## config.mk

```make
export PLATFORM = sky130hd
export DESIGN_NAME = vram_arbiter
export DESIGN_NICKNAME = d
export VERILOG_FILES = /design/src/rtl/video_pkg.sv /design/src/rtl/vram_starve_ctr.sv /design/src/rtl/vram_arbiter.sv
export SDC_FILE = /design/constraint.sdc
export NUM_CORES = 1
export LEC_CHECK = 0
export ABC_AREA = 1
export CAP_MARGIN = 20
export CORE_MARGIN = 10
export CORE_UTILIZATION = 40
export CTS_CLUSTER_SIZE = 14
export DETAILED_ROUTE_END_ITERATION = 8
export PLACE_DENSITY = 0.81
export SKIP_LAST_GASP = 1
export SYNTH_ARGS = -nofsm -noshare
export SYNTH_HDL_FRONTEND = slang
export SYNTH_SLANG_ARGS = --single-unit
```

## constraint.sdc

```tcl
create_clock -name clk -period 2.6 [get_ports clk]
set_clock_uncertainty 0.1 [all_clocks]
set_input_delay 0.52 -clock clk [delete_from_list [all_inputs] [get_ports clk]]
set_output_delay 0.52 -clock clk [all_outputs]
set_load 0.03 [all_outputs]
```

## src/rtl/video_pkg.sv

```systemverilog
// ---------------------------------------------------------------------------
// video_pkg
// Shared definitions for the VRAM arbitration path.
//   VRAM_AW / VRAM_DW : VRAM address and data widths
//   owner_t           : tag carried down the access pipeline, naming the
//                       requester that owns the access in a stage
//   is_read_for()     : true when a pipeline stage holds a read owned by 'who'
// ---------------------------------------------------------------------------
package video_pkg;

   localparam int VRAM_AW = 16;
   localparam int VRAM_DW = 8;

   typedef enum logic [1:0] {
      OWN_NONE = 2'd0,
      OWN_VID  = 2'd1,
      OWN_CPU  = 2'd2
   } owner_t;

   function automatic logic is_read_for(input owner_t own, input logic rd, input owner_t who);
      return rd && (own == who);
   endfunction

endpackage

```

## src/rtl/vram_starve_ctr.sv

```systemverilog
// ---------------------------------------------------------------------------
// vram_starve_ctr
// Counts consecutive cycles in which the CPU requests VRAM but is refused.
// The count saturates at MAX_WAIT and clears whenever the CPU is granted or
// drops its request. 'override' is high while the count sits at MAX_WAIT,
// telling the arbiter to serve the CPU regardless of vblank.
// Only instantiated when VRAM_STARVE_GUARD_EN is defined.
//   clk      : system clock
//   rst      : synchronous reset, active low
//   cpu_req  : CPU request
//   cpu_gnt  : CPU grant from the arbiter (same cycle)
//   override : CPU starvation limit reached
// ---------------------------------------------------------------------------
module vram_starve_ctr #(
   parameter int unsigned MAX_WAIT = 4
) (
   input  logic clk,
   input  logic rst,
   input  logic cpu_req,
   input  logic cpu_gnt,
   output logic override
);

   localparam logic [3:0] MAX_C = 4'(MAX_WAIT);

   logic [3:0] cnt_r;

   // Saturating count of refused CPU request cycles.
   always_ff @(posedge clk) begin
      if (!rst) begin
         cnt_r <= 4'd0;
      end else if (cpu_req && !cpu_gnt) begin
         if (cnt_r != MAX_C) begin
            cnt_r <= cnt_r + 4'd1;
         end else begin
            cnt_r <= cnt_r;
         end
      end else begin
         cnt_r <= 4'd0;
      end
   end

   assign override = (cnt_r == MAX_C);

endmodule

```

## src/rtl/vram_arbiter.sv

```systemverilog
// ---------------------------------------------------------------------------
// vram_arbiter
// Single-port VRAM shared between a video fetcher and the CPU.
// Grants are combinational; one access is issued per cycle through a
// two-stage pipeline:
//   S1 : mem_addr / mem_we / mem_wdata registered with the winner's request
//   S2 : read data from mem_rdata is captured for the owner of the access,
//        giving rvalid two cycles after the grant.
// The external memory is expected to drive mem_rdata for the presented
// mem_addr during the S1 cycle; it is captured at the end of that cycle.
// Priority: CPU first while vblank=1, video first otherwise.
// Optional build macro VRAM_STARVE_GUARD_EN adds a starvation counter that
// forces a CPU grant after MAX_WAIT refused cycles (MAX_WAIT 1..15).
// Ports:
//   clk, rst                     : clock, synchronous active-low reset
//   vblank                       : vertical blank (CPU priority when high)
//   vid_req/vid_addr/vid_gnt     : video request handshake
//   vid_rdata/vid_rvalid         : video read return
//   cpu_req/cpu_we/cpu_addr/
//   cpu_wdata/cpu_gnt            : CPU request handshake
//   cpu_rdata/cpu_rvalid         : CPU read return (reads only)
//   mem_addr/mem_we/mem_wdata    : registered VRAM command
//   mem_rdata                    : VRAM read data
// ---------------------------------------------------------------------------
module vram_arbiter
   import video_pkg::*;
#(
   parameter int unsigned MAX_WAIT = 4
) (
   input  logic               clk,
   input  logic               rst,
   input  logic               vblank,
   input  logic               vid_req,
   input  logic [VRAM_AW-1:0] vid_addr,
   output logic               vid_gnt,
   output logic [VRAM_DW-1:0] vid_rdata,
   output logic               vid_rvalid,
   input  logic               cpu_req,
   input  logic               cpu_we,
   input  logic [VRAM_AW-1:0] cpu_addr,
   input  logic [VRAM_DW-1:0] cpu_wdata,
   output logic               cpu_gnt,
   output logic [VRAM_DW-1:0] cpu_rdata,
   output logic               cpu_rvalid,
   output logic [VRAM_AW-1:0] mem_addr,
   output logic               mem_we,
   output logic [VRAM_DW-1:0] mem_wdata,
   input  logic [VRAM_DW-1:0] mem_rdata
);

   logic               override_s;
   logic               vid_gnt_s;
   logic               cpu_gnt_s;
   owner_t             win_s;

   owner_t             s1_own_r;
   logic [VRAM_AW-1:0] mem_addr_r;
   logic               mem_we_r;
   logic [VRAM_DW-1:0] mem_wdata_r;

   owner_t             s2_own_r;
   logic               s2_rd_r;
   logic [VRAM_DW-1:0] vid_rdata_r;
   logic [VRAM_DW-1:0] cpu_rdata_r;

`ifdef VRAM_STARVE_GUARD_EN
   vram_starve_ctr #(
      .MAX_WAIT (MAX_WAIT)
   ) u_starve_ctr (
      .clk      (clk),
      .rst      (rst),
      .cpu_req  (cpu_req),
      .cpu_gnt  (cpu_gnt_s),
      .override (override_s)
   );
`else
   assign override_s = 1'b0;
`endif

   // Arbitration: pick this cycle's winner; nothing is granted during reset.
   always_comb begin
      vid_gnt_s = 1'b0;
      cpu_gnt_s = 1'b0;
      win_s     = OWN_NONE;
      if (!rst) begin
         win_s = OWN_NONE;
      end else if (cpu_req && (vblank || !vid_req || override_s)) begin
         cpu_gnt_s = 1'b1;
         win_s     = OWN_CPU;
      end else if (vid_req) begin
         vid_gnt_s = 1'b1;
         win_s     = OWN_VID;
      end else begin
         win_s = OWN_NONE;
      end
   end

   // Stage 1: register the winner's command; idle cycles keep the address.
   always_ff @(posedge clk) begin
      if (!rst) begin
         s1_own_r    <= OWN_NONE;
         mem_addr_r  <= {VRAM_AW{1'b0}};
         mem_we_r    <= 1'b0;
         mem_wdata_r <= {VRAM_DW{1'b0}};
      end else begin
         s1_own_r <= win_s;
         case (win_s)
            OWN_CPU: begin
               mem_addr_r  <= cpu_addr;
               mem_we_r    <= cpu_we;
               mem_wdata_r <= cpu_wdata;
            end
            OWN_VID: begin
               mem_addr_r  <= vid_addr;
               mem_we_r    <= 1'b0;
               mem_wdata_r <= mem_wdata_r;
            end
            default: begin
               mem_addr_r  <= mem_addr_r;
               mem_we_r    <= 1'b0;
               mem_wdata_r <= mem_wdata_r;
            end
         endcase
      end
   end

   // Stage 2: advance the owner tag and capture read data for its owner.
   always_ff @(posedge clk) begin
      if (!rst) begin
         s2_own_r    <= OWN_NONE;
         s2_rd_r     <= 1'b0;
         vid_rdata_r <= {VRAM_DW{1'b0}};
         cpu_rdata_r <= {VRAM_DW{1'b0}};
      end else begin
         s2_own_r <= s1_own_r;
         s2_rd_r  <= (s1_own_r != OWN_NONE) && !mem_we_r;
         if (is_read_for(s1_own_r, !mem_we_r, OWN_VID)) begin
            vid_rdata_r <= mem_rdata;
         end else begin
            vid_rdata_r <= vid_rdata_r;
         end
         if (is_read_for(s1_own_r, !mem_we_r, OWN_CPU)) begin
            cpu_rdata_r <= mem_rdata;
         end else begin
            cpu_rdata_r <= cpu_rdata_r;
         end
      end
   end

   assign vid_gnt    = vid_gnt_s;
   assign cpu_gnt    = cpu_gnt_s;
   assign mem_addr   = mem_addr_r;
   assign mem_we     = mem_we_r;
   assign mem_wdata  = mem_wdata_r;
   assign vid_rdata  = vid_rdata_r;
   assign cpu_rdata  = cpu_rdata_r;
   // rvalid is a pure decode of the S2 registers, so it is glitch-free.
   assign vid_rvalid = is_read_for(s2_own_r, s2_rd_r, OWN_VID);
   assign cpu_rvalid = is_read_for(s2_own_r, s2_rd_r, OWN_CPU);

endmodule

```

==> Word-level counts from Yosys, hierarchy flattened <==
Index checks and enable logic that the tools add are counted.
{ "totals": {"rom_bits": 0, "mem_bits_rw": 0, "register_bits": 46, "in_bits": 54, "word_cells": 35, "mem_count": 0, "latchBits": 0, "out_inout_bits": 45} }
{ "op_classes": {"multipliers": 0, "n_lt_le_gt_ge": 0, "mux": 9, "n_shift": 0, "n_div": 0, "eq_ne": 6, "addsub": 0, "n_bitwise": 0, "reduce_logical": 12} }
{ "op_table": {"columns": ["op", "n"], "rows": [
  ["16-bit one-hot mux with 2 select lines", 1],
  ["2-bit by 1-bit == test with 1-bit output (second input constant)", 3],
  ["2-bit == test (second input constant)", 3],
  ["1-bit logical AND", 6],
  ["1-bit two-way mux", 6],
  ["2-bit two-way mux", 2],
  ["2-bit nonzero test", 2],
  ["1-bit logical NOT", 2],
  ["2-bit AND reduction", 1],
  ["1-bit logical OR", 1]
]} }

==> Logic depth before layout (Yosys ltp) <==
Gate-level depths: netlist of the first run.
{ "depth": {"ltp_word": 7, "ltp_mapped": 14, "mapped_depth_nobuf": 12} }

==> Least setup slack after synthesis of the first run <==
OpenSTA, ideal clock, no wires.
{ "synth_path": {"kind": "input -> register", "start": "input port rst", "end": "register mem_addr_r[10], in the netlist mem_addr[10]", "path_slack_ns": -0.062, "required_time_ns": 2.391, "arrival_ns": 2.453, "cell_stages": 12, "path_buffers": 4, "setup_time_ns": 0.109, "path_cell_list": "buf_4 -> inv_1 -> buf_2 -> nor3_1 -> ha_1 -> buf_2 -> inv_2 -> buf_4 -> nand2_1 -> nand3_1 -> nand2_1 -> inv_1"} }
{ "synth_between": {"elab_chain_cells": 3, "word_cells_on_any_way": 5, "cone_classes": "eq/ne: 2; mux: 2; reduce/logical: 1"} }
{ "synth_lines": {"columns": ["item", "line_no", "source"], "rows": [
  ["start: declaration", "vram_arbiter.sv:31", "input logic rst,"],
  ["2-bit two-way mux", "vram_arbiter.sv:85", "if (!rst) begin"],
  ["2-bit by 1-bit == test with 1-bit output / 2-bit == test (equally long branches)", "vram_arbiter.sv:107", "case (win_s)"],
  ["16-bit one-hot mux with 2 select lines / 2-bit nonzero test (equally long branches)", null, null],
  ["end signal: assignment", "vram_arbiter.sv:109", "mem_addr_r <= cpu_addr;"],
  ["end signal: assignment", "vram_arbiter.sv:114", "mem_addr_r <= vid_addr;"],
  ["end signal: assignment", "vram_arbiter.sv:119", "mem_addr_r <= mem_addr_r;"],
  ["end: declaration", "vram_arbiter.sv:57", "logic [VRAM_AW-1:0] mem_addr_r;"]
]} }
Several ways; a longest one is shown, not always the timed one.
A chain may end at the register's enable or synchronous reset.

==> Worst setup path in the final report of the first run <==
{ "layout_path": {"start": "input port vid_req", "end": "output port vid_gnt"} }
{ "layout_between": {"elab_chain_cells": 5, "word_cells_on_any_way": 6, "cone_classes": "mux: 3; reduce/logical: 3"} }
{ "layout_lines": {"columns": ["item", "line_no", "source"], "rows": [
  ["start: declaration", "vram_arbiter.sv:33", "input logic vid_req,"],
  ["1-bit logical NOT", "vram_arbiter.sv:87", "end else if (cpu_req && (vblank || !vid_req || override_s)) begin"],
  ["1-bit logical OR", "vram_arbiter.sv:87", null],
  ["1-bit logical AND", "vram_arbiter.sv:87", null],
  ["1-bit two-way mux (*)", "vram_arbiter.sv:87", null],
  ["1-bit two-way mux (*)", "vram_arbiter.sv:85", null],
  ["end: declaration", "vram_arbiter.sv:35", "output logic vid_gnt,"]
]} }
Every way passes the cells marked *; elsewhere a longest branch is shown, timed or not.

==> results.txt, run 1 <==
----------------------------------------------------
[Run status]
  Status ... finished, final reports clean

[Synth]
  Top cells by area in the synthesized netlist ... sky130_fd_sc_hd__dfxtp_1, sky130_fd_sc_hd__nor2_1, sky130_fd_sc_hd__nand2_1
  Number of distinct library cell variants in the gate-level netlist after synthesis ... 18
  Most frequent cell after synthesis ... sky130_fd_sc_hd__nor2_1
  Area share of the leading cell type in the synthesized netlist ... 45.0%
  EDFF count, synth ... 0
  Number of nets produced by synthesis ... 358
  Dominant register cell in the synthesized netlist ... sky130_fd_sc_hd__dfxtp_1
  Proportion of register bits with asynchronous set or reset after synthesis ... 0%
  Synth Cell Area ... between 2000 and 2500 sq um
  Most area-hungry cell type in the Yosys netlist ... sky130_fd_sc_hd__dfxtp_1
  Number of synthesis warnings ... 0
  Avg Synthesized Cell Area ... 6.77 sq um
  Share of synthesized area occupied by flip-flops and latches ... 45.0%
  #FFs+latches synth ... 46
  Most common library cells after synthesis ... sky130_fd_sc_hd__nor2_1, sky130_fd_sc_hd__nand2_1, sky130_fd_sc_hd__dfxtp_1, sky130_fd_sc_hd__inv_1, sky130_fd_sc_hd__nand3_1
  Count of mapped cells out of synthesis ... 302

[Placement]
  Count of placed standard cells including taps ... 457
  Count of port buffers added during placement ... 98
  Post-DP HPWL ... 4650 um
  Minimum setup slack after placement ... 0.0916 ns
  Routability Congestion ... ~0.78
  Post-place instance area ... between 3000 and 4000 sq um

[STA]
  Sum of negative setup slack ... 0 ns
  Final count of pins violating max slew ... 0
  Number of hold-slack violations in the final timing report ... 0
  Highest Clock Rate ... 0.422 GHz
  Worst rel slew slack ... 59.7%
  Tightest Pin Transition ... 0.603 ns
  Final hold slack ... 0.386 ns
  Post-route minimum period ... 2.37 ns
  Number of endpoints failing setup at the final stage ... 0
  Final setup margin ... 0.229 ns
  Unrepaired setup endpoints after global routing ... no
  Portion of the clock cycle consumed by the worst path in the final layout ... approximately nine tenths

[Final layout]
  Final cell count without fillers ... 465
  Final Net Count ... 453
  FILL cells ... 449
  Total area of multi-input combinational cells ... 890 sq um
  Storage cell area ... between 900 and 1000 sq um
  Syn-to-layout area delta ... 56.3%
  Post-layout instance area ... 3200 sq um
  Fraction of layout cells with a size suffix above 1 ... 5.53%
  Final core utilization ... approximately two thirds
  # diodes ... 0

[Clock tree]
  Buffers from clock root to sink, at most ... 2
  Clock transition at path regs ... 0.08 ns
  Cell chosen for the clock root ... sky130_fd_sc_hd__clkbuf_8
  Cts bufs inserted ... 5
  Clock tree from TritonCTS ... built
  Clock H-tree levels ... 2
  Total number of clock tree sinks ... 46
  Cells resized by post-CTS repair ... 0
  Setup Fix Bufs, Post-CTS ... 0
  Hold bufs inserted after CTS ... 0
  Later-pin clock latency in the skew report ... 0.30 ns

[Die]
  Number of placement rows ... 25
  Number of top-level design ports ... 99
  Die Y-Extent ... 91.5 um
  Effective utilization at floorplan ... 42.2%
  Die ar. ... between 8000 and 9000 sq um
  Placeable core region ... between 4000 and 5000 sq um
  Width of the die ... between 90 and 100 um

[Setup path]
  Worst endpoint data arrival time ... 1.75 ns
  Worst-path fanout max ... 3
  Endpoint required time on the critical path ... between 1.5 and 2 ns
  Critical setup path kind ... input pin to output pin
  Setup crit end kind ... output pin
  Critical path startpoint category ... input pin

[Global routing]
  Overflow left after global routing ... 0
  Combined global-route utilization of all metal layers ... roughly 14%
  Antenna violations before repair ... 0
  Pin count of the biggest net entering global routing ... 33
  Via count of the first global-routing pass ... 2130
  First-pass GRT wire length ... ~9900 um

[Detailed routing]
  Count of routing violations after the opening detailed-route iteration ... 48
  Post-DR wirelength/cell ... 12.8 um
  Number of vias per cell after detailed routing ... 4.47
  DR pass1 iterations ... 4
  DRC ... 0
  Antenna violation net count after detailed routing ... 0
  Routed WL ... 5940 um
  Total number of vias ... 2077

[Pwr]
  PwrDens ... 558 nW/um^2
  Pwr Total ... 1.78 mW
  Largest voltage drop on the vdd net ... 0.000430 V
  Leakage power figure ... around 1.5 nW

[Job]
  Max-cap violations ... 0

[Hold path]
  Class of the tightest hold or removal check ... flip-flop to flip-flop

----------------------------------------------------
==> flip-flops by register name, indices dropped and copies added, names as in the netlist <==
| name | flops |
|---|---|
| mem_addr | 16 |
| mem_wdata | 8 |
| cpu_rdata | 8 |
| s1_own_r | 2 |
| mem_we | 1 |
| s2_rd_r | 1 |
| vid_rdata | 8 |
| s2_own_r | 2 |
==> layout make-up <==
class                           count  share of cell area [%]
Clock buffer                        6                    2.27
Clock inverter                      2                    1.17
Inverter                           36                    4.23
Multi-Input combinational cell    204                    27.8
Sequential cell                    46                    28.8
Tap cell                           67                    2.62
Timing Repair Buffer              104                    33.1
==> cells by family (layout without fill, tap and decap cells) <==
| family | count (synthesis) | in the layout | synth area share [%] |
|---|---|---|---|
| AO/OA/AOI/OAI | 17 | 17 | 4.16 |
| AND/OR/NAND/NOR | 185 | 185 | 37.9 |
| flip-flops | 46 | 46 | 45.0 |
| adder cells (fa/ha/maj) | 2 | 2 | 1.22 |
| buffers and inverters | 52 | 148 | 11.7 |
==> layer usage <==
metal / share of wire, % / track usage (%) / vias to the layer above / routed length [um]
li1: - / - / 1093 / -
met1: 42 / 15.4 / 906 / 2470
met2: 46 / 23.3 / 72 / 2720
met3: 12 / 8.07 / 6 / 688
met4: 1.0 / 2.48 / 0 / 61
met5: 0 / 0 / - / 0
==> final timing paths <==
| kind | startpoint | to | slack (ns) | depth (start not counted) |
|---|---|---|---|---|
| hold / removal | vid_rdata[6] | vid_rdata[6] | 0.39 | 2 |
| setup reg to reg | s1_own_r[0] | cpu_rdata[2] | 1.17 | 5 |
| setup / recovery | vid_req | vid_gnt | 0.23 | 8 |
| hold reg to reg | vid_rdata[6] | vid_rdata[6] | 0.39 | 2 |
==> worst max-delay path: stages <==
cell	delay, ns
sky130_fd_sc_hd__clkdlybuf4s50_1	0.47
sky130_fd_sc_hd__inv_1	0.07
sky130_fd_sc_hd__nor2_1	0.08
sky130_fd_sc_hd__nor2_1	0.06
sky130_fd_sc_hd__buf_4	0.13
sky130_fd_sc_hd__nor3_2	0.14
sky130_fd_sc_hd__buf_4	0.15
sky130_fd_sc_hd__buf_12	0.11
==> placed cells by master (no fill, tap or decap), drive strengths merged, types with 2 or more instances in the layout <==
cell | netlist | layout
dfxtp | 46 | 46
nand3b | 8 | 8
ha | 2 | 2
inv | 36 | 36
nor3 | 2 | 2
nor2 | 80 | 80
clkbuf | 0 | 6
o21ai | 8 | 8
buf | 16 | 8
nand2 | 77 | 77
a21oi | 9 | 9
nand3 | 18 | 18
clkdlybuf4s50 | 0 | 96
==> power by group <==
group | internal (mW) | switching (mW) | leakage (nW)
clock network | 0.287 | 0.239 | 0.0514
logic | 0.222 | 0.248 | 1.05
registers | 0.757 | 0.0308 | 0.378
total | 1.27 | 0.518 | 1.48
(Power assumes the default switching activity.)
==> run 2: changes to the inputs <==
--- a/config.mk
+++ b/config.mk
@@ -11,8 +11,11 @@
 export CORE_UTILIZATION = 40
 export CTS_CLUSTER_SIZE = 14
 export DETAILED_ROUTE_END_ITERATION = 8
+export HOLD_SLACK_MARGIN = 0.15
 export PLACE_DENSITY = 0.81
+export SETUP_SLACK_MARGIN = 0.4
 export SKIP_LAST_GASP = 1
 export SYNTH_ARGS = -nofsm -noshare
 export SYNTH_HDL_FRONTEND = slang
 export SYNTH_SLANG_ARGS = --single-unit
+export TNS_END_PERCENT = 10
==> run 2 against run 1 <==
- setup slack gained 0.24 ns
- non-clock buffer count is the same
- register-to-register slack gained 0.04 ns
- die area is the same
- via count grew 0.53%
- largest cell class unchanged
- largest power group unchanged
==> results.txt, run 2 (same netlist as run 1, synthesis figures left out) <==
----------------------------------------------------
[Run status]
  Status ... finished, final reports clean (unchanged)

[Global routing]
  First-pass GRT wire length ... 9950 um (was 9870 um)
  Combined global-route utilization of all metal layers ... 14.5% (was 14.1%)
  Overflow left after global routing ... 0 (unchanged)
  Layer carrying the most global-route usage ... met2 (unchanged)
  Via count of the first global-routing pass ... 2117 (was 2130)
  Met3 capacity usage during global routing ... 9.38% (was 8.07%)
  Pin count of the biggest net entering global routing ... 33 (unchanged)
  Antenna violations before repair ... 0 (unchanged)
  Met1 demand-to-capacity share in global routing ... 14.9% (was 15.4%)
  Global-route met2 utilization ... 24.1% (was 23.3%)

[STA]
  Post-route minimum period ... 2.13 ns (was 2.37 ns)
  Final count of pins violating max slew ... 0 (unchanged)
  Worst rel slew slack ... 59.6% (was 59.7%)
  Number of endpoints failing setup at the final stage ... 0 (unchanged)
  Tightest Pin Transition ... 0.605 ns (was 0.603 ns)
  Sum of negative setup slack ... 0 ns (unchanged)
  Final hold slack ... 0.396 ns (was 0.386 ns)
  Portion of the clock cycle consumed by the worst path in the final layout ... 82.0% (was 91.2%)
  Unrepaired setup endpoints after global routing ... no (unchanged)
  Number of hold-slack violations in the final timing report ... 0 (unchanged)
  Highest Clock Rate ... 0.469 GHz (was 0.422 GHz)

[Setup path]
  Endpoint required time on the critical path ... 1.98 ns (about the same)
  Critical setup path kind ... input pin to output pin (unchanged)
  Worst endpoint data arrival time ... 1.51 ns (was 1.75 ns)
  Crit-path cells ... clkdlybuf4s50_1 -> inv_2 -> nor3_4 -> buf_12 (was clkdlybuf4s50_1 -> inv_1 -> nor2_1 -> nor2_1 -> buf_4 -> nor3_2 -> buf_4 -> buf_12)
  Critical path startpoint category ... input pin (unchanged)
  Largest delay contributor family on the critical path ... buffers and inverters (unchanged)
  Worst Path Buf+Inv ... 3 (was 5)
  Worst-path fanout max ... 6 (was 3)
  Maximum cell stage delay along the critical path ... 0.51 ns (was 0.47 ns)
  Setup crit end kind ... output pin (unchanged)
  Standard cell with the maximum stage delay on the critical path ... sky130_fd_sc_hd__clkdlybuf4s50_1 (unchanged)

[Final layout]
  Syn-to-layout area delta ... 56.9% (was 56.3%)
  Final Net Count ... 453 (unchanged)
  # diodes ... 0 (unchanged)
  Number of flip-flops in the largest register ... 16 (unchanged)
  Commonest cells after routing, fill and taps aside ... sky130_fd_sc_hd__clkdlybuf4s50_1, sky130_fd_sc_hd__nor2_1, sky130_fd_sc_hd__nand2_1, sky130_fd_sc_hd__dfxtp_1, sky130_fd_sc_hd__inv_1 (unchanged)
  Most frequent standard cell in the layout excluding fill and tap cells ... sky130_fd_sc_hd__clkdlybuf4s50_1 (unchanged)
  Fraction of layout cells with a size suffix above 1 ... 7.04% (was 5.53%)

[Detailed routing]
  Number of vias per cell after detailed routing ... 4.49 (was 4.47)
  Antenna violation net count after detailed routing ... 0 (unchanged)
  Routed WL ... 5910 um (was 5940 um)
  Post-DR wirelength/cell ... 12.7 um (was 12.8 um)
  DRC ... 0 (unchanged)
  Total number of vias ... 2088 (was 2077)
  DR pass1 iterations ... 5 (was 4)
  Count of routing violations after the opening detailed-route iteration ... 57 (was 48)

[Clock tree]
  Clock H-tree levels ... 2 (unchanged)
  Hold bufs inserted after CTS ... 0 (unchanged)
  Total number of clock tree sinks ... 46 (unchanged)
  Cell chosen for the clock root ... sky130_fd_sc_hd__clkbuf_8 (unchanged)
  Clock transition at path regs ... 0.09 ns (was 0.08 ns)
  Buffers from clock root to sink, at most ... 2 (unchanged)
  Clock tree from TritonCTS ... built (unchanged)
  Later-pin clock latency in the skew report ... 0.30 ns (about the same)
  Cts bufs inserted ... 5 (unchanged)

[Placement]
  Count of port buffers added during placement ... 98 (unchanged)
  Post-DP HPWL ... 4710 um (was 4650 um)
  Routability Congestion ... 0.787 (was 0.781)

[Pwr]
  Leakage power figure ... 1.49 nW (was 1.48 nW)
  Largest voltage drop on the vdd net ... 0.000282 V (was 0.000430 V)
  PwrDens ... 554 nW/um^2 (was 558 nW/um^2)

[Die]
  Effective utilization at floorplan ... 42.2% (unchanged)
  Placeable core region ... 4850 sq um (unchanged)
  Number of placement rows ... 25 (unchanged)
  Die ar. ... 8380 sq um (unchanged)
  Die Y-Extent ... 91.5 um (unchanged)
  Number of top-level design ports ... 99 (unchanged)
  Width of the die ... 91.5 um (unchanged)

[Job]
  Max-cap violations ... 0 (unchanged)

[Hold path]
  Class of the tightest hold or removal check ... flip-flop to flip-flop (unchanged)

----------------------------------------------------
run 2: cell types whose count changed in the layout (fill, tap and decap cells not counted), moves of 2 or more:
| cell | before | now |
|---|---|---|
| sky130_fd_sc_hd__clkdlybuf4s50_1 | 96 | 93 |
| sky130_fd_sc_hd__nor2_1 | 79 | 76 |
| sky130_fd_sc_hd__dlygate4sd2_1 | 0 | 2 |
| sky130_fd_sc_hd__inv_1 | 34 | 32 |
| sky130_fd_sc_hd__inv_2 | 2 | 4 |
| sky130_fd_sc_hd__nor2_2 | 0 | 2 |
run 2: layout make-up:
| type | instances | area (sq um) |
|---|---|---|
| clock buffers | 6 | 72.6 |
| clock inverters | 2 | 37.5 |
| fillers | 438 | 1640 |
| inverters | 36 | 135 |
| multi-input cells | 204 | 911 |
| flip-flops and latches | 46 | 921 |
| well taps | 67 | 83.8 |
| repair buffers | 104 | 1050 |
run 2: worst min-delay path, stage by stage, from the launching register on:
cell and delay, ns:
sky130_fd_sc_hd__dfxtp_1 0.34, sky130_fd_sc_hd__a21oi_1 0.05, sky130_fd_sc_hd__nor2_1 0.08
run 2: what timing repair did:
| action | CTS | global route |
|---|---|---|
| gates resized for setup | 5 | 2 |
| pin swaps | 3 | 1 |
| buffers inserted | 2 | 0 |
| endpoints found under the setup margin | 23 | 2 |
| hold endpoints to repair | 0 | 0 |
run 2: per-layer routing:
layer / up-vias / wire (um)
li1: 1094 / -
met1: 907 / 2300
met2: 81 / 2760
met3: 6 / 802
met4: 0 / 50
met5: - / 0
run 2: per-stage QoR:
stage	setup WS, ns	util, %	cell area [sq um]	cells	power, mW
6_report	0.468	66.2	3210	465	1.78
2_1_floorplan	0.414	-	2080	302	1.06
3_3_place_gp	0.143	63.5	3080	455	1.27
4_1_cts	0.430	66.1	3200	465	1.80
5_1_grt	0.406	66.2	3210	465	1.89
3_5_place_dp	0.0703	63.5	3080	455	1.28
run 2: final timing paths:
kind,end,cells after the start,from,slack [ns]
setup reg to reg,cpu_rdata[4],5,s1_own_r[0],1.21
hold / removal,vid_rdata[2],2,vid_rdata[2],0.40
hold reg to reg,vid_rdata[2],2,vid_rdata[2],0.40
setup / recovery,vid_gnt,4,rst,0.47
run 2: power breakdown:
group          internal [mW]  switching, mW
Combinational          0.221          0.250
Clock                  0.287          0.234
Sequential             0.757         0.0313
==> run 3: changes to the inputs <==
--- a/config.mk
+++ b/config.mk
@@ -8,11 +8,11 @@
 export ABC_AREA = 1
 export CAP_MARGIN = 20
 export CORE_MARGIN = 10
-export CORE_UTILIZATION = 40
+export CORE_UTILIZATION = 36
 export CTS_CLUSTER_SIZE = 14
 export DETAILED_ROUTE_END_ITERATION = 8
 export HOLD_SLACK_MARGIN = 0.15
-export PLACE_DENSITY = 0.81
+export PLACE_DENSITY = 0.77
 export SETUP_SLACK_MARGIN = 0.4
 export SKIP_LAST_GASP = 1
 export SYNTH_ARGS = -nofsm -noshare
==> constraint.sdc (replaced) <==
create_clock -name clk -period 1.8 [get_ports clk]
set_clock_uncertainty 0.1 [all_clocks]
set_input_delay 0.36 -clock clk [delete_from_list [all_inputs] [get_ports clk]]
set_output_delay 0.36 -clock clk [all_outputs]
set_load 0.03 [all_outputs]
==> run 3 against run 2 <==
- via count up 4.0%
- power up 57%
- design area up 8.9%
- register-to-register slack worse by 0.55 ns
- final cell count up 4.7%
- critical path depth up 3
- die area up 8.6%
- setup slack worse by 0.27 ns
- utilization down 2.7 points
- sequential power up 43%
- critical path type unchanged
- critical endpoint unchanged
- highest routed layer unchanged
==> results.txt, run 3 (same netlist as run 1, synthesis figures left out) <==
----------------------------------------------------
[Run status]
  Status ... finished, final reports clean (unchanged)

[Global routing]
  Pin count of the biggest net entering global routing ... 27 (was 33)
  Via count of the first global-routing pass ... 2190 (was 2117)
  First-pass GRT wire length ... 10100 um (was 9950 um)
  Antenna violations before repair ... 0 (unchanged)
  Combined global-route utilization of all metal layers ... 13.8% (was 14.5%)
  Overflow left after global routing ... 0 (unchanged)

[Job]
  Max-cap violations ... 0 (unchanged)

[Clock tree]
  Clock H-tree levels ... 2 (unchanged)
  Cts bufs inserted ... 5 (unchanged)
  Clock tree from TritonCTS ... built (unchanged)
  Later-pin clock latency in the skew report ... 0.30 ns (about the same)
  Total number of clock tree sinks ... 46 (unchanged)
  Buffers from clock root to sink, at most ... 2 (unchanged)
  Clock transition at path regs ... 0.09 ns (about the same)
  Cell chosen for the clock root ... sky130_fd_sc_hd__clkbuf_8 (unchanged)

[Setup path]
  Critical path startpoint category ... input pin (unchanged)
  Standard cell with the maximum stage delay on the critical path ... sky130_fd_sc_hd__nor3_4 (was sky130_fd_sc_hd__clkdlybuf4s50_1)
  Worst-path fanout max ... 2 (was 6)
  Flop2flop setup slack ... 0.66 ns (was 1.21 ns)
  Worst endpoint data arrival time ... 1.14 ns (was 1.51 ns)
  Crit path top cell by count ... sky130_fd_sc_hd__buf_4
  Worst r2r src ... mem_we (was s1_own_r[0])
  Worst Path Buf+Inv ... 6 (was 3)
  Setup crit end kind ... output pin (unchanged)
  Path length in cells of the critical path ... 7 (was 4)
  Maximum cell stage delay along the critical path ... 0.19 ns (was 0.51 ns)
  Depth of the most critical reg-to-reg path ... 4 (was 5)
  Worst r2r dst ... vid_rdata[2] (was cpu_rdata[4])
  Endpoint required time on the critical path ... 1.34 ns (was 1.98 ns)
  Largest delay contributor family on the critical path ... buffers and inverters (unchanged)
  Critical setup path kind ... input pin to output pin (unchanged)
  Crit-path cells ... buf_8 -> inv_4 -> buf_4 -> buf_4 -> nor3_4 -> buf_6 -> buf_12 (was clkdlybuf4s50_1 -> inv_2 -> nor3_4 -> buf_12)

[STA]
  Unrepaired setup endpoints after global routing ... yes (was no)
  Final count of pins violating max slew ... 0 (unchanged)
  Final setup margin ... 0.199 ns (was 0.468 ns)
  Post-route minimum period ... 1.60 ns
  Tightest Pin Transition ... 0.369 ns (was 0.605 ns)
  Sum of negative setup slack ... 0 ns (unchanged)
  Worst rel slew slack ... 75.3% (was 59.6%)
  Portion of the clock cycle consumed by the worst path in the final layout ... 88.9%
  Number of endpoints failing setup at the final stage ... 0 (unchanged)
  Highest Clock Rate ... between 0.6 and 0.7 GHz
  Number of hold-slack violations in the final timing report ... 0 (unchanged)

[Pwr]
  Leakage power figure ... 1.81 nW (was 1.49 nW)
  Share of total power in combinational logic ... 26.4% (was 26.5%)
  Share of total power in the clock network ... 33.3% (was 29.2%)
  Sequential share of power ... 40.4% (was 44.3%)
  Largest voltage drop on the vdd net ... 0.000389 V (was 0.000282 V)
  Internal cell power ... 2.03 mW (was 1.26 mW)
  Switching share of total power ... 27.7% (was 28.9%)
  Sw power ... 776 uW (was 515 uW)
  PwrDens ... 801 nW/um^2 (was 554 nW/um^2)

[Die]
  Die ar. ... 9100 sq um (was 8380 sq um)
  Effective utilization at floorplan ... 37.2% (was 42.2%)
  Placeable core region ... 5510 sq um (was 4850 sq um)
  Number of top-level design ports ... 99 (unchanged)
  Die Y-Extent ... 95.4 um (was 91.5 um)
  Number of placement rows ... 27 (was 25)
  Width of the die ... 95.4 um (was 91.5 um)

[Placement]
  Count of port buffers added during placement ... 98 (unchanged)
  Routability Congestion ... 0.768 (was 0.787)
  Minimum setup slack after placement ... -0.392 ns (was 0.0703 ns)
  Post-DP HPWL ... 4690 um (was 4710 um)
  Count of placed standard cells including taps ... 469 (was 455)

[Final layout]
  Fraction of layout cells with a size suffix above 1 ... 15.4% (was 7.04%)
  FILL cells ... 495 (was 438)
  Final Net Count ... 470 (was 453)
  Commonest cells after routing, fill and taps aside ... sky130_fd_sc_hd__nor2_1, sky130_fd_sc_hd__nand2_1, sky130_fd_sc_hd__clkdlybuf4s50_1, sky130_fd_sc_hd__dfxtp_1, sky130_fd_sc_hd__dlygate4sd2_1 (was sky130_fd_sc_hd__clkdlybuf4s50_1, sky130_fd_sc_hd__nor2_1, sky130_fd_sc_hd__nand2_1, sky130_fd_sc_hd__dfxtp_1, sky130_fd_sc_hd__inv_1)
  Final cell count without fillers ... 487 (was 465)
  Most frequent standard cell in the layout excluding fill and tap cells ... sky130_fd_sc_hd__nor2_1 (was sky130_fd_sc_hd__clkdlybuf4s50_1)
  Number of flip-flops in the largest register ... 16 (unchanged)
  Syn-to-layout area delta ... 70.9% (was 56.9%)
  # diodes ... 0 (unchanged)

[Hold path]
  HP Start ... vblank (was vid_rdata[2])
  Worst hold stages ... 5 (was 2)
  Class of the tightest hold or removal check ... input pin to flip-flop (was flip-flop to flip-flop)
  Hold endpoint ... s1_own_r[0] (was vid_rdata[2])

[Detailed routing]
  Total number of vias ... 2171 (was 2088)
  Antenna violation net count after detailed routing ... 0 (unchanged)
  Count of routing violations after the opening detailed-route iteration ... 53 (was 57)
  DRC ... 0 (unchanged)
  Routed WL ... 6400 um (was 5910 um)
  Post-DR wirelength/cell ... 13.1 um (was 12.7 um)
  Number of vias per cell after detailed routing ... 4.46 (was 4.49)
  DR pass1 iterations ... 4 (was 5)

----------------------------------------------------
[run 3: cell type report]
cell class,instances,area (sq um),area share [%]
inverters,36,148,4.22
well taps,72,90.1,2.58
clock buffers,6,82.6,2.36
repair buffers,121,1220,34.9
multi-input cells,204,973,27.8
flip-flops and latches,46,923,26.4
clock inverters,2,60.1,1.72
[run 3: worst register-to-register path: stages (launching register included)]
cell and delay [ns]:
sky130_fd_sc_hd__dfxtp_1 0.36, sky130_fd_sc_hd__nor2_4 0.34, sky130_fd_sc_hd__nand3b_1 0.12, sky130_fd_sc_hd__nand2_1 0.07, sky130_fd_sc_hd__nor2_1 0.04
[run 3: how the worst max path moves through the flow]
| stage | startpoint | to | slack (ns) |
|---|---|---|---|
| 5_1_grt | vid_req | mem_addr[7] | 0.16 |
| 2_1_floorplan | rst | mem_addr[5] | -0.12 |
| 3_3_place_gp | vid_req | mem_addr[7] | -0.37 |
| 6_report | vid_req | vid_gnt | 0.20 |
| 4_1_cts | vid_req | vid_gnt | 0.18 |
| 3_5_place_dp | vid_req | mem_addr[4] | -0.39 |
[run 3: repair_timing]
action,4_1_cts,5_1_grt
hold buffers,0,0
cloned,2,1
resized for setup,92,9
buffers inserted,5,2
setup endpoints to repair,70,70
pin swaps,7,6
[run 3: power by group through the flow]
| stage | Sequential (mW) | Combinational (mW) | Clock (mW) |
|---|---|---|---|
| CTS | 1.13 | 0.715 | 0.952 |
| global placement | 1.15 | 0.701 | 0 |
| global route | 1.14 | 0.811 | 0.992 |
| detailed placement | 1.16 | 0.709 | 0 |
| floorplan | 1.29 | 0.247 | 0 |
| finish | 1.13 | 0.739 | 0.932 |
[run 3: through the flow]
step                hold WS [ns]  area [sq um]  power, mW  util (%)
floorplan                  0.381          2100       1.54         -
global placement           0.363          3170       1.86      57.6
detailed placement         0.370          3170       1.87      57.6
CTS                        0.387          3420       2.80      62.2
global route               0.379          3500       2.94      63.5
finish                     0.370          3500       2.80      63.5
[run 3: per-layer routing]
| layer | track usage (%) | up-vias | share of wire (%) | wire length [um] |
|---|---|---|---|---|
| met3 | 8.56 | 7 | 12 | 788 |
| li1 | - | 1128 | - | - |
| met2 | 23.6 | 76 | 47 | 3000 |
| met4 | 2.95 | 0 | 0.66 | 42 |
| met5 | 0 | - | 0 | 0 |
| met1 | 14.3 | 960 | 40 | 2580 |
